--- config.mk ---
export PLATFORM = sky130hd
export DESIGN_NAME = sfence_flush_sequencer_flat
export DESIGN_NICKNAME = d
export VERILOG_FILES = /design/src/rtl/sfence_flush_sequencer_if.sv /design/src/rtl/sfence_flush_sequencer.sv /design/src/flat_wrapper.sv
export SDC_FILE = /design/constraint.sdc
export NUM_CORES = 1
export LEC_CHECK = 0
export CORE_UTILIZATION = 40
export DETAILED_ROUTE_END_ITERATION = 16
export PLACE_DENSITY = 0.81
export SYNTH_ARGS = -nofsm -noshare
export SYNTH_HDL_FRONTEND = slang
export SYNTH_SLANG_ARGS = --single-unit
--- constraint.sdc ---
create_clock -name clk_i -period 3.3 [get_ports clk_i]
set_input_delay 0.66 -clock clk_i [delete_from_list [all_inputs] [get_ports clk_i]]
set_output_delay 0.66 -clock clk_i [all_outputs]
set_load 0.005 [all_outputs]
--- src/rtl/sfence_flush_sequencer_if.sv ---
// Bus between the execute stage / LSU side and the SFENCE.VMA sequencer.
// The master is the execute stage + LSU; the slave is the sequencer.
interface sfence_flush_sequencer_if #(
   parameter int unsigned VLEN          = 32,
   parameter int unsigned ASID_WIDTH    = 1,
   parameter int unsigned TRANS_ID_BITS = 3
);
   // issue side
   logic                     flush_i;
   logic                     sfence_valid_i;
   logic                     sfence_ready_o;
   logic [VLEN-1:0]          rs1_i;
   logic [VLEN-1:0]          rs2_i;
   logic                     rs1_zero_i;
   logic                     rs2_zero_i;
   logic [TRANS_ID_BITS-1:0] trans_id_i;
   // drain status from the LSU / dcache
   logic                     no_st_pending_i;
   logic                     dcache_wbuffer_empty_i;
   // TLB flush request and completion
   logic                     flush_tlb_o;
   logic [VLEN-1:0]          vaddr_o;
   logic [ASID_WIDTH-1:0]    asid_o;
   logic                     flush_all_vaddr_o;
   logic                     flush_all_asid_o;
   logic                     done_o;
   logic [TRANS_ID_BITS-1:0] done_trans_id_o;
   logic                     timeout_o;

   modport master (
      output flush_i, sfence_valid_i, rs1_i, rs2_i, rs1_zero_i, rs2_zero_i, trans_id_i,
             no_st_pending_i, dcache_wbuffer_empty_i,
      input  sfence_ready_o, flush_tlb_o, vaddr_o, asid_o, flush_all_vaddr_o,
             flush_all_asid_o, done_o, done_trans_id_o, timeout_o
   );

   modport slave (
      input  flush_i, sfence_valid_i, rs1_i, rs2_i, rs1_zero_i, rs2_zero_i, trans_id_i,
             no_st_pending_i, dcache_wbuffer_empty_i,
      output sfence_ready_o, flush_tlb_o, vaddr_o, asid_o, flush_all_vaddr_o,
             flush_all_asid_o, done_o, done_trans_id_o, timeout_o
   );
endinterface

--- src/rtl/sfence_flush_sequencer.sv ---
// SFENCE.VMA sequencer: captures the operands, waits for the store path to drain
// (with a watchdog), holds the TLB flush for a fixed window and strobes completion.
// The operand-hold registers keep the TLB inputs stable from accept through DONE.
module sfence_flush_sequencer #(
   parameter int unsigned VLEN          = 32,
   parameter int unsigned ASID_WIDTH    = 1,
   parameter int unsigned TRANS_ID_BITS = 3,
   parameter int unsigned FLUSH_CYCLES  = 1,
   parameter int unsigned MAX_WAIT      = 255
) (
   input logic                    clk_i,
   input logic                    rst_ni,
   sfence_flush_sequencer_if.slave bus
);

   localparam int unsigned WAIT_W = $clog2(MAX_WAIT + 1);
   localparam int unsigned FCNT_W = (FLUSH_CYCLES > 1) ? $clog2(FLUSH_CYCLES) : 1;
   localparam logic [WAIT_W-1:0] WAIT_LAST  = WAIT_W'(MAX_WAIT - 1);
   localparam logic [FCNT_W-1:0] FLUSH_LAST = FCNT_W'(FLUSH_CYCLES - 1);

   typedef enum logic [1:0] {
      S_IDLE,
      S_DRAIN,
      S_FLUSH,
      S_DONE
   } state_e;

   state_e                   state_q, state_d;
   logic [WAIT_W-1:0]        wait_cnt_q, wait_cnt_d;
   logic [FCNT_W-1:0]        flush_cnt_q, flush_cnt_d;
   logic [VLEN-1:0]          vaddr_q, vaddr_d;
   logic [ASID_WIDTH-1:0]    asid_q, asid_d;
   logic                     flush_all_vaddr_q, flush_all_vaddr_d;
   logic                     flush_all_asid_q, flush_all_asid_d;
   logic [TRANS_ID_BITS-1:0] trans_id_q, trans_id_d;
   logic                     flush_tlb_q, flush_tlb_d;
   logic                     done_q, done_d;
   logic                     timeout_q, timeout_d;

   logic drained;
   assign drained = bus.no_st_pending_i & bus.dcache_wbuffer_empty_i;

   // Next-state and next-output logic for the sequencer.
   always_comb begin
      // NOTE: every signal assigned here gets a default first, so no path can infer a latch.
      state_d           = state_q;
      wait_cnt_d        = wait_cnt_q;
      flush_cnt_d       = flush_cnt_q;
      vaddr_d           = vaddr_q;
      asid_d            = asid_q;
      flush_all_vaddr_d = flush_all_vaddr_q;
      flush_all_asid_d  = flush_all_asid_q;
      trans_id_d        = trans_id_q;
      flush_tlb_d       = 1'b0;
      done_d            = 1'b0;
      timeout_d         = 1'b0;

      unique case (state_q)
         S_IDLE: begin
            if (bus.sfence_valid_i && !bus.flush_i) begin
               vaddr_d           = bus.rs1_i;
               asid_d            = bus.rs2_i[ASID_WIDTH-1:0];
               flush_all_vaddr_d = bus.rs1_zero_i;
               flush_all_asid_d  = bus.rs2_zero_i;
               trans_id_d        = bus.trans_id_i;
               wait_cnt_d        = '0;
               state_d           = S_DRAIN;
            end
         end

         S_DRAIN: begin
            if (bus.flush_i) begin
               // Squashed before the TLB was touched: drop the held operands.
               vaddr_d           = '0;
               asid_d            = '0;
               flush_all_vaddr_d = 1'b0;
               flush_all_asid_d  = 1'b0;
               trans_id_d        = '0;
               wait_cnt_d        = '0;
               state_d           = S_IDLE;
            end else if (drained) begin
               flush_tlb_d = 1'b1;
               flush_cnt_d = '0;
               state_d     = S_FLUSH;
            end else if (wait_cnt_q == WAIT_LAST) begin
               // Watchdog: stop waiting and flush anyway, flagging the timeout.
               timeout_d   = 1'b1;
               flush_tlb_d = 1'b1;
               flush_cnt_d = '0;
               state_d     = S_FLUSH;
            end else begin
               // Always below WAIT_LAST here, so the counter cannot wrap.
               wait_cnt_d = wait_cnt_q + 1'b1;
            end
         end

         S_FLUSH: begin
            // flush_i is deliberately ignored: a started TLB flush always completes.
            if (flush_cnt_q == FLUSH_LAST) begin
               done_d  = 1'b1;
               state_d = S_DONE;
            end else begin
               flush_tlb_d = 1'b1;
               flush_cnt_d = flush_cnt_q + 1'b1;
            end
         end

         S_DONE: begin
            state_d = S_IDLE;
         end

         default: begin
            state_d = S_IDLE;
         end
      endcase
   end

   // State and output registers with synchronous active-low reset.
   always_ff @(posedge clk_i) begin
      // NOTE: sequential state uses non-blocking assignments only, so all flops see pre-edge values.
      if (!rst_ni) begin
         state_q           <= S_IDLE;
         wait_cnt_q        <= '0;
         flush_cnt_q       <= '0;
         vaddr_q           <= '0;
         asid_q            <= '0;
         flush_all_vaddr_q <= 1'b0;
         flush_all_asid_q  <= 1'b0;
         trans_id_q        <= '0;
         flush_tlb_q       <= 1'b0;
         done_q            <= 1'b0;
         timeout_q         <= 1'b0;
      end else begin
         state_q           <= state_d;
         wait_cnt_q        <= wait_cnt_d;
         flush_cnt_q       <= flush_cnt_d;
         vaddr_q           <= vaddr_d;
         asid_q            <= asid_d;
         flush_all_vaddr_q <= flush_all_vaddr_d;
         flush_all_asid_q  <= flush_all_asid_d;
         trans_id_q        <= trans_id_d;
         flush_tlb_q       <= flush_tlb_d;
         done_q            <= done_d;
         timeout_q         <= timeout_d;
      end
   end

   assign bus.sfence_ready_o    = (state_q == S_IDLE);
   assign bus.flush_tlb_o       = flush_tlb_q;
   assign bus.vaddr_o           = vaddr_q;
   assign bus.asid_o            = asid_q;
   assign bus.flush_all_vaddr_o = flush_all_vaddr_q;
   assign bus.flush_all_asid_o  = flush_all_asid_q;
   assign bus.done_o            = done_q;
   assign bus.done_trans_id_o   = trans_id_q;
   assign bus.timeout_o         = timeout_q;

endmodule
--- src/flat_wrapper.sv ---
// flat-port wrapper written by rule: the top's interface ports become plain ports
module sfence_flush_sequencer_flat 
#(
   parameter int unsigned VLEN          = 32,
   parameter int unsigned ASID_WIDTH    = 1,
   parameter int unsigned TRANS_ID_BITS = 3,
   parameter int unsigned FLUSH_CYCLES  = 1,
   parameter int unsigned MAX_WAIT      = 255
)
  (clk_i, rst_ni, bus_flush_i, bus_sfence_valid_i, bus_rs1_i, bus_rs2_i, bus_rs1_zero_i, bus_rs2_zero_i, bus_trans_id_i, bus_no_st_pending_i, bus_dcache_wbuffer_empty_i, bus_sfence_ready_o, bus_flush_tlb_o, bus_vaddr_o, bus_asid_o, bus_flush_all_vaddr_o, bus_flush_all_asid_o, bus_done_o, bus_done_trans_id_o, bus_timeout_o);
  sfence_flush_sequencer_if #(.VLEN(VLEN), .ASID_WIDTH(ASID_WIDTH), .TRANS_ID_BITS(TRANS_ID_BITS)) bus_i ();
  input logic clk_i;
  input logic rst_ni;
  input wire logic [$bits(bus_i.flush_i)-1:0] bus_flush_i;
  input wire logic [$bits(bus_i.sfence_valid_i)-1:0] bus_sfence_valid_i;
  input wire logic [$bits(bus_i.rs1_i)-1:0] bus_rs1_i;
  input wire logic [$bits(bus_i.rs2_i)-1:0] bus_rs2_i;
  input wire logic [$bits(bus_i.rs1_zero_i)-1:0] bus_rs1_zero_i;
  input wire logic [$bits(bus_i.rs2_zero_i)-1:0] bus_rs2_zero_i;
  input wire logic [$bits(bus_i.trans_id_i)-1:0] bus_trans_id_i;
  input wire logic [$bits(bus_i.no_st_pending_i)-1:0] bus_no_st_pending_i;
  input wire logic [$bits(bus_i.dcache_wbuffer_empty_i)-1:0] bus_dcache_wbuffer_empty_i;
  output wire logic [$bits(bus_i.sfence_ready_o)-1:0] bus_sfence_ready_o;
  output wire logic [$bits(bus_i.flush_tlb_o)-1:0] bus_flush_tlb_o;
  output wire logic [$bits(bus_i.vaddr_o)-1:0] bus_vaddr_o;
  output wire logic [$bits(bus_i.asid_o)-1:0] bus_asid_o;
  output wire logic [$bits(bus_i.flush_all_vaddr_o)-1:0] bus_flush_all_vaddr_o;
  output wire logic [$bits(bus_i.flush_all_asid_o)-1:0] bus_flush_all_asid_o;
  output wire logic [$bits(bus_i.done_o)-1:0] bus_done_o;
  output wire logic [$bits(bus_i.done_trans_id_o)-1:0] bus_done_trans_id_o;
  output wire logic [$bits(bus_i.timeout_o)-1:0] bus_timeout_o;
  assign bus_i.flush_i = bus_flush_i;
  assign bus_i.sfence_valid_i = bus_sfence_valid_i;
  assign bus_i.rs1_i = bus_rs1_i;
  assign bus_i.rs2_i = bus_rs2_i;
  assign bus_i.rs1_zero_i = bus_rs1_zero_i;
  assign bus_i.rs2_zero_i = bus_rs2_zero_i;
  assign bus_i.trans_id_i = bus_trans_id_i;
  assign bus_i.no_st_pending_i = bus_no_st_pending_i;
  assign bus_i.dcache_wbuffer_empty_i = bus_dcache_wbuffer_empty_i;
  assign bus_sfence_ready_o = bus_i.sfence_ready_o;
  assign bus_flush_tlb_o = bus_i.flush_tlb_o;
  assign bus_vaddr_o = bus_i.vaddr_o;
  assign bus_asid_o = bus_i.asid_o;
  assign bus_flush_all_vaddr_o = bus_i.flush_all_vaddr_o;
  assign bus_flush_all_asid_o = bus_i.flush_all_asid_o;
  assign bus_done_o = bus_i.done_o;
  assign bus_done_trans_id_o = bus_i.done_trans_id_o;
  assign bus_timeout_o = bus_i.timeout_o;
  sfence_flush_sequencer #(.VLEN(VLEN), .ASID_WIDTH(ASID_WIDTH), .TRANS_ID_BITS(TRANS_ID_BITS), .FLUSH_CYCLES(FLUSH_CYCLES), .MAX_WAIT(MAX_WAIT)) u_core (.clk_i(clk_i), .rst_ni(rst_ni), .bus(bus_i));
endmodule
# == Word level (Yosys, flattened, before mapping) ==
# Index checks and enable logic that the tools add are counted.
# totals
regBits,52
inputBits,75
elab_cells,74
# classes
addsub,2
eq_ne,12
muxes,35
bitwise,3
n_reduce_logical,11
# ops
operator,n
two-way mux 32 bit,2
case mux 32 bit (2 select lines),1
two-way mux 8 bit,4
case mux 8 bit (2 select lines),1
two-way mux 1 bit,13
two-way mux 2 bit,5
case mux 1 bit (2 select lines),5
AND reduction 3 bit,3
adder 8 x 1 -> 8 bit (second input constant),1
equality test 8 bit (second input constant),1
case mux 2 bit (4 select lines),1
two-way mux 3 bit,2
inequality test 2 bit (second input constant),3
inequality test 3 bit (second input constant),2
case mux 3 bit (2 select lines),1
equality test 2 bit (second input constant),2
inequality test 4 x 2 -> 1 bit (second input constant),1
AND reduction 4 bit,1
nonzero test 2 bit,2
OR reduction 4 bit,1
inequality test 3 x 1 -> 1 bit (second input constant),1
equality test 2 x 1 -> 1 bit (second input constant),1
zero test 2 bit,1
inequality test 2 x 1 -> 1 bit (second input constant),1
other kinds (6),7

# == Depth between registers and ports, before layout ==
# depth
ltp_word,5
depth_mapped,7
ltp_nobuf,7

# == Least setup slack after synthesis ==
# No wires, ideal clock.
# synth_timing
kind,register to register
start,register u_core.state_q[0]
end,"register u_core.vaddr_q[13], in the netlist u_core.bus.vaddr_o[13]"
setup_time_ns,0.117
arrival_ns,1.624
required_time_ns,3.183
slack_ns,1.559
path_stages_with_launch,8
n_path_buf,2
synth_period_minus_slack_ns,1.741
cell_sequence,dfxtp_1 > inv_1 > ha_1 > nand3b_1 > and3_1 > buf_2 > buf_2 > a22o_1
# synth_between
elab_chain_cells,3
word_cells_on_any_way,7
# synth_rtl
item,line,text
start: declaration,sfence_flush_sequencer.sv:28,"state_e state_q, state_d;"
start signal: assignment,sfence_flush_sequencer.sv:134,state_q <= state_d;
zero test 2 bit *,n/a,
named net bus_sfence_ready_o,flat_wrapper.sv:23,output wire logic [$bits(bus_i.sfence_ready_o)-1:0] bus_sfence_ready_o;
inequality test 2 x 1 -> 1 bit (no line) or nonzero test 2 bit (tied branches),n/a,
AND reduction 3 bit (no line),n/a,
end signal: assignment,sfence_flush_sequencer.sv:137,vaddr_q <= vaddr_d;
end: declaration,sfence_flush_sequencer.sv:31,"logic [VLEN-1:0] vaddr_q, vaddr_d;"
# The timed path passes the listed nets; every way through them passes the cells marked *.
# A chain may end at the register's enable or synchronous reset.

# == Worst setup path in the final report ==
# layout_timing
start,register u_core.state_q[0]
end,output bus_sfence_ready_o
# layout_between
elab_chain_cells,1
# layout_rtl
item,line,text
zero test 2 bit,sfence_flush_sequencer.sv:148,assign bus.sfence_ready_o = (state_q == S_IDLE);
end: declaration,flat_wrapper.sv:23,
# No other way between the ends.

==> run_results.csv <==
group,metric,value,unit
clock_network,postCtsSetupBuffers,0,
worst_setup_path,cp_slowest_cell,"clkdlybuf4s50_1",
sta,setup-tns-final,0,ns
run_status,status,"finished, final reports clean",
sta,hold_slack,0.483,ns
synthesis,ys_seq_elements,51,
worst_setup_path,end_kind,"primary output",
sta,fin_ws,1.05,ns
synthesis,synthesis.area,1940,sq um
hold_path,min_path_cells,1,
clock_network,cts_buffers,5,
worst_setup_path,critical-path-top-delay-family,"buffers and inverters",
worst_setup_path,cp_max_fo,7,
detailed_routing,drtIter0Drc,72,
sta,timing.slew.headroom,63.8,%
finish,multi_input_area,836,sq um
sta,finClkSkew,0.00493,ns
pwr,netSwitchingPower,0.000323,W
synthesis,ys_seq_area_share,52.6,%
pwr,p_seq_share,52.6,%
placed_design,preCtsSetupSlack,1.04,ns
sta,setup_viol,0,
synthesis,syn_inst,181,
global_route,grt_max_degree,30,
sta,worst_slew_pin_slew,0.542,ns
pwr,ir_worst_vdd,0.000185,V
placed_design,io_buffers,85,
synthesis,syn_avg_cell_area,10.7,sq um
worst_setup_path,path_class,"register to primary output",
sta,layout_min_cycle_time,2.25,ns
detailed_routing,drt-vias-per-instance,5.30,
pwr,leakage,1.08,nW
clock_network,cts_sinks,51,
synthesis,yosys.area.top_type,"dfxtp_1",
worst_setup_path,required,2.64,ns
worst_setup_path,reg2regPathDepth,7,
worst_setup_path,worst_path_largest_cell_delay,0.54,ns
detailed_routing,firstDrtPassIters,4,
worst_setup_path,crit_arrival,1.59,ns
sta,slew_viol_final,0,
synthesis,synth_cell_types,33,
sta,max_freq,0.444,GHz
die,num_rows,24,
detailed_routing,remaining_drc_errors,0,
finish,ff_latch_area,1020,sq um
hold_path,min_path_type,"register to register",
synthesis,syn-num-nets,262,
worst_setup_path,critical_path.cell_chain,"inv_1 -> ha_1 -> clkdlybuf4s50_1",
global_route,antenna_found_initial,0,
die,start_util,43.1,%
finish,num-nets-final,348,
detailed_routing,wl,4.43,mm
run,maxCapViolations,0,
global_route,grt_pass1_vias,1613,
finish,area_growth_syn_to_layout,49.2,%
clock_network,cts_hold_buf,0,
synthesis,yosysTopAreaCellShare,52.6,%
pwr,pwr-share-comb,20.7,%
placed_design,post-dp-hpwl,3.17,mm
placed_design,place_congestion,0.863,
die,fp.dieW,71.7,microns
clock_network,cts_htree_levels,2,
detailed_routing,antenna_left,0,
pwr,netSwitchingFraction,25.2,%
clock_network,clock_latency,0.30,ns
clock_network,cts_root_buf,"clkbuf_8",
die,core,4500,sq um
synthesis,synth_warnings,0,
clock_network,cts_tree,"done",
finish,num_antenna_cells,0,
global_route,grt_remaining_overflow,0,
detailed_routing,post_drt_wl_per_cell,13.8,microns
sta,hold_viol,0,
worst_setup_path,crit_cells,3,
worst_setup_path,critical_path_buf_inv_count,2,
finish,fillers,371,
die,dieArea,5130,sq um
worst_setup_path,worst_setup_path_start_kind,"register",
die,die_h,71.7,microns
pwr,clockPowerShare,26.8,%
pwr,p_per_area,442,nW/um^2
clock_network,cts.path.max_buffers,2,
clock_network,path_clk_slew,0.09,ns
finish,drive_above_1_share,4.85,%
die,io_pins,117,
pwr,internal_power,0.000957,W
synthesis,yosys-top-cells-area,"dfxtp_1, a22o_1, ha_1",
sta,fin_crit_sh,68.3,%
sta,grt_setup_unrepaired,"false",
detailed_routing,dr_total_vias,1697,
global_route,grtUsageTotal,17.7,%
clock_network,cts_resized,0,
global_route,grt_pass1_wl,7.25,mm
## per-layer routing
layer  vias up  GRT usage, %  part of all wire [%]
met5         -             0                     0
met4         0          7.63                   1.2
met3         6          3.66                   6.4
met2        68          30.0                    46
met1       790          21.9                    46
li1        833             -                     -
## sequential cells by signal (all words and copies together), names as in the netlist, named ones only
| name | flops |
|---|---|
| u_core.bus.asid_o | 1 |
| u_core.bus.done_o | 1 |
| u_core.bus.done_trans_id_o | 3 |
| u_core.bus.flush_all_asid_o | 1 |
| u_core.bus.flush_all_vaddr_o | 1 |
| u_core.bus.flush_tlb_o | 1 |
| u_core.bus.timeout_o | 1 |
| u_core.bus.vaddr_o | 32 |
| u_core.state_q | 1 |
| u_core.wait_cnt_q | 8 |
## worst register-to-register path, delay by kind of cell (launching register included)
family          cells  cell delay [ns]
compound gates      3             0.74
buf+inv             1             0.11
flops               1             0.39
fa+ha+maj           1             0.28
simple gates        2             0.28
## power groups by stage
stage          registers (W)  logic, W  clock network (W)
5_1_grt             0.000678  0.000288           0.000380
6_report            0.000673  0.000264           0.000343
3_5_place_dp        0.000687  0.000264                  0
2_1_floorplan       0.000688  0.000123                  0
3_3_place_gp        0.000686  0.000260                  0
4_1_cts             0.000672  0.000266           0.000356
## path summary, 6_finish.rpt
kind,slack [ns],start,endpoint
worst max-delay path,1.05,u_core.state_q[0]$_SDFFE_PN0P_,bus_sfence_ready_o
worst min-delay path,0.48,u_core.bus.vaddr_o[22]$_SDFFE_PN0P_,u_core.bus.vaddr_o[22]$_SDFFE_PN0P_
worst max register to register,1.40,u_core.state_q[0]$_SDFFE_PN0P_,u_core.wait_cnt_q[5]$_SDFFE_PN0P_
worst min register to register,0.48,u_core.bus.vaddr_o[22]$_SDFFE_PN0P_,u_core.bus.vaddr_o[22]$_SDFFE_PN0P_
## stage by stage
stage | power [W] | util, % | area [sq um] | instances
2_1_floorplan | 0.000811 | - | 1940 | 181
3_3_place_gp | 0.000946 | 62.4 | 2810 | 312
3_5_place_dp | 0.000951 | 62.4 | 2810 | 312
4_1_cts | 0.00129 | 64.3 | 2900 | 320
5_1_grt | 0.00135 | 64.3 | 2900 | 320
6_report | 0.00128 | 64.3 | 2900 | 320
## Yosys cell counts, drive strengths merged
library cell and count:
inv 4, dfxtp 51, o31ai 4, ha 6, nand2b 2, a21oi 4, and3 4, o41ai 1
nor3b 2, and2 4, xnor2 1, nor2 9, o21ai 11, nor4b 1, a22oi 9, nor2b 11
nand3 7, o21a 1, a22o 30, clkbuf 3, nand4 1, nand2 6, and2b 1, nand4bb 1
nand3b 1, buf 6
## layout by cell type, fill, tap and decap left out
cell type / synthesis / layout
a21oi_1: 4 / 4
a22o_1: 30 / 30
a22oi_1: 9 / 9
and2_0: 1 / 1
and2_1: 2 / 2
and2_4: 1 / 1
and2b_1: 1 / 1
and3_1: 4 / 4
buf_4: 1 / 3
clkbuf_1: 3 / 1
clkbuf_8: 0 / 5
clkdlybuf4s50_1: 0 / 85
clkinv_2: 0 / 1
clkinvlp_4: 0 / 1
dfxtp_1: 51 / 51
ha_1: 6 / 6
inv_1: 4 / 4
nand2_1: 6 / 6
nand2b_1: 1 / 1
nand2b_4: 1 / 1
nand3_1: 7 / 7
nand3b_1: 1 / 1
nand4_1: 1 / 1
nand4bb_1: 1 / 1
nor2_1: 9 / 9
nor2b_1: 11 / 11
nor3b_1: 1 / 1
nor3b_4: 1 / 1
nor4b_1: 1 / 1
o21a_1: 1 / 1
o21ai_0: 11 / 11
o31ai_1: 4 / 4
o41ai_1: 1 / 1
xnor2_1: 1 / 1
## cells by family (layout without fill, tap and decap cells)
kind of cell / Yosys count / count (layout) / synth area share (%)
AOI/OAI and AO/OA: 60 / 60 / 23.3
xor gates and xnor gates: 1 / 1 / 0.451
adders and majority gates: 6 / 6 / 3.87
buffers and inverters: 13 / 100 / 4.32
DFF: 51 / 51 / 52.6
and+or+nand+nor: 50 / 50 / 15.5
## cell type report
| type | instances | share of cell area, % |
|---|---|---|
| Inverter | 4 | 0.519 |
| Clock buffer | 6 | 2.51 |
| Tap cell | 52 | 2.25 |
| Timing Repair Buffer | 88 | 30.2 |
| Multi-Input combinational cell | 117 | 28.9 |
| Clock inverter | 2 | 0.432 |
| Sequential cell | 51 | 35.3 |
Note: power is estimated with default switching activity, not from simulation.
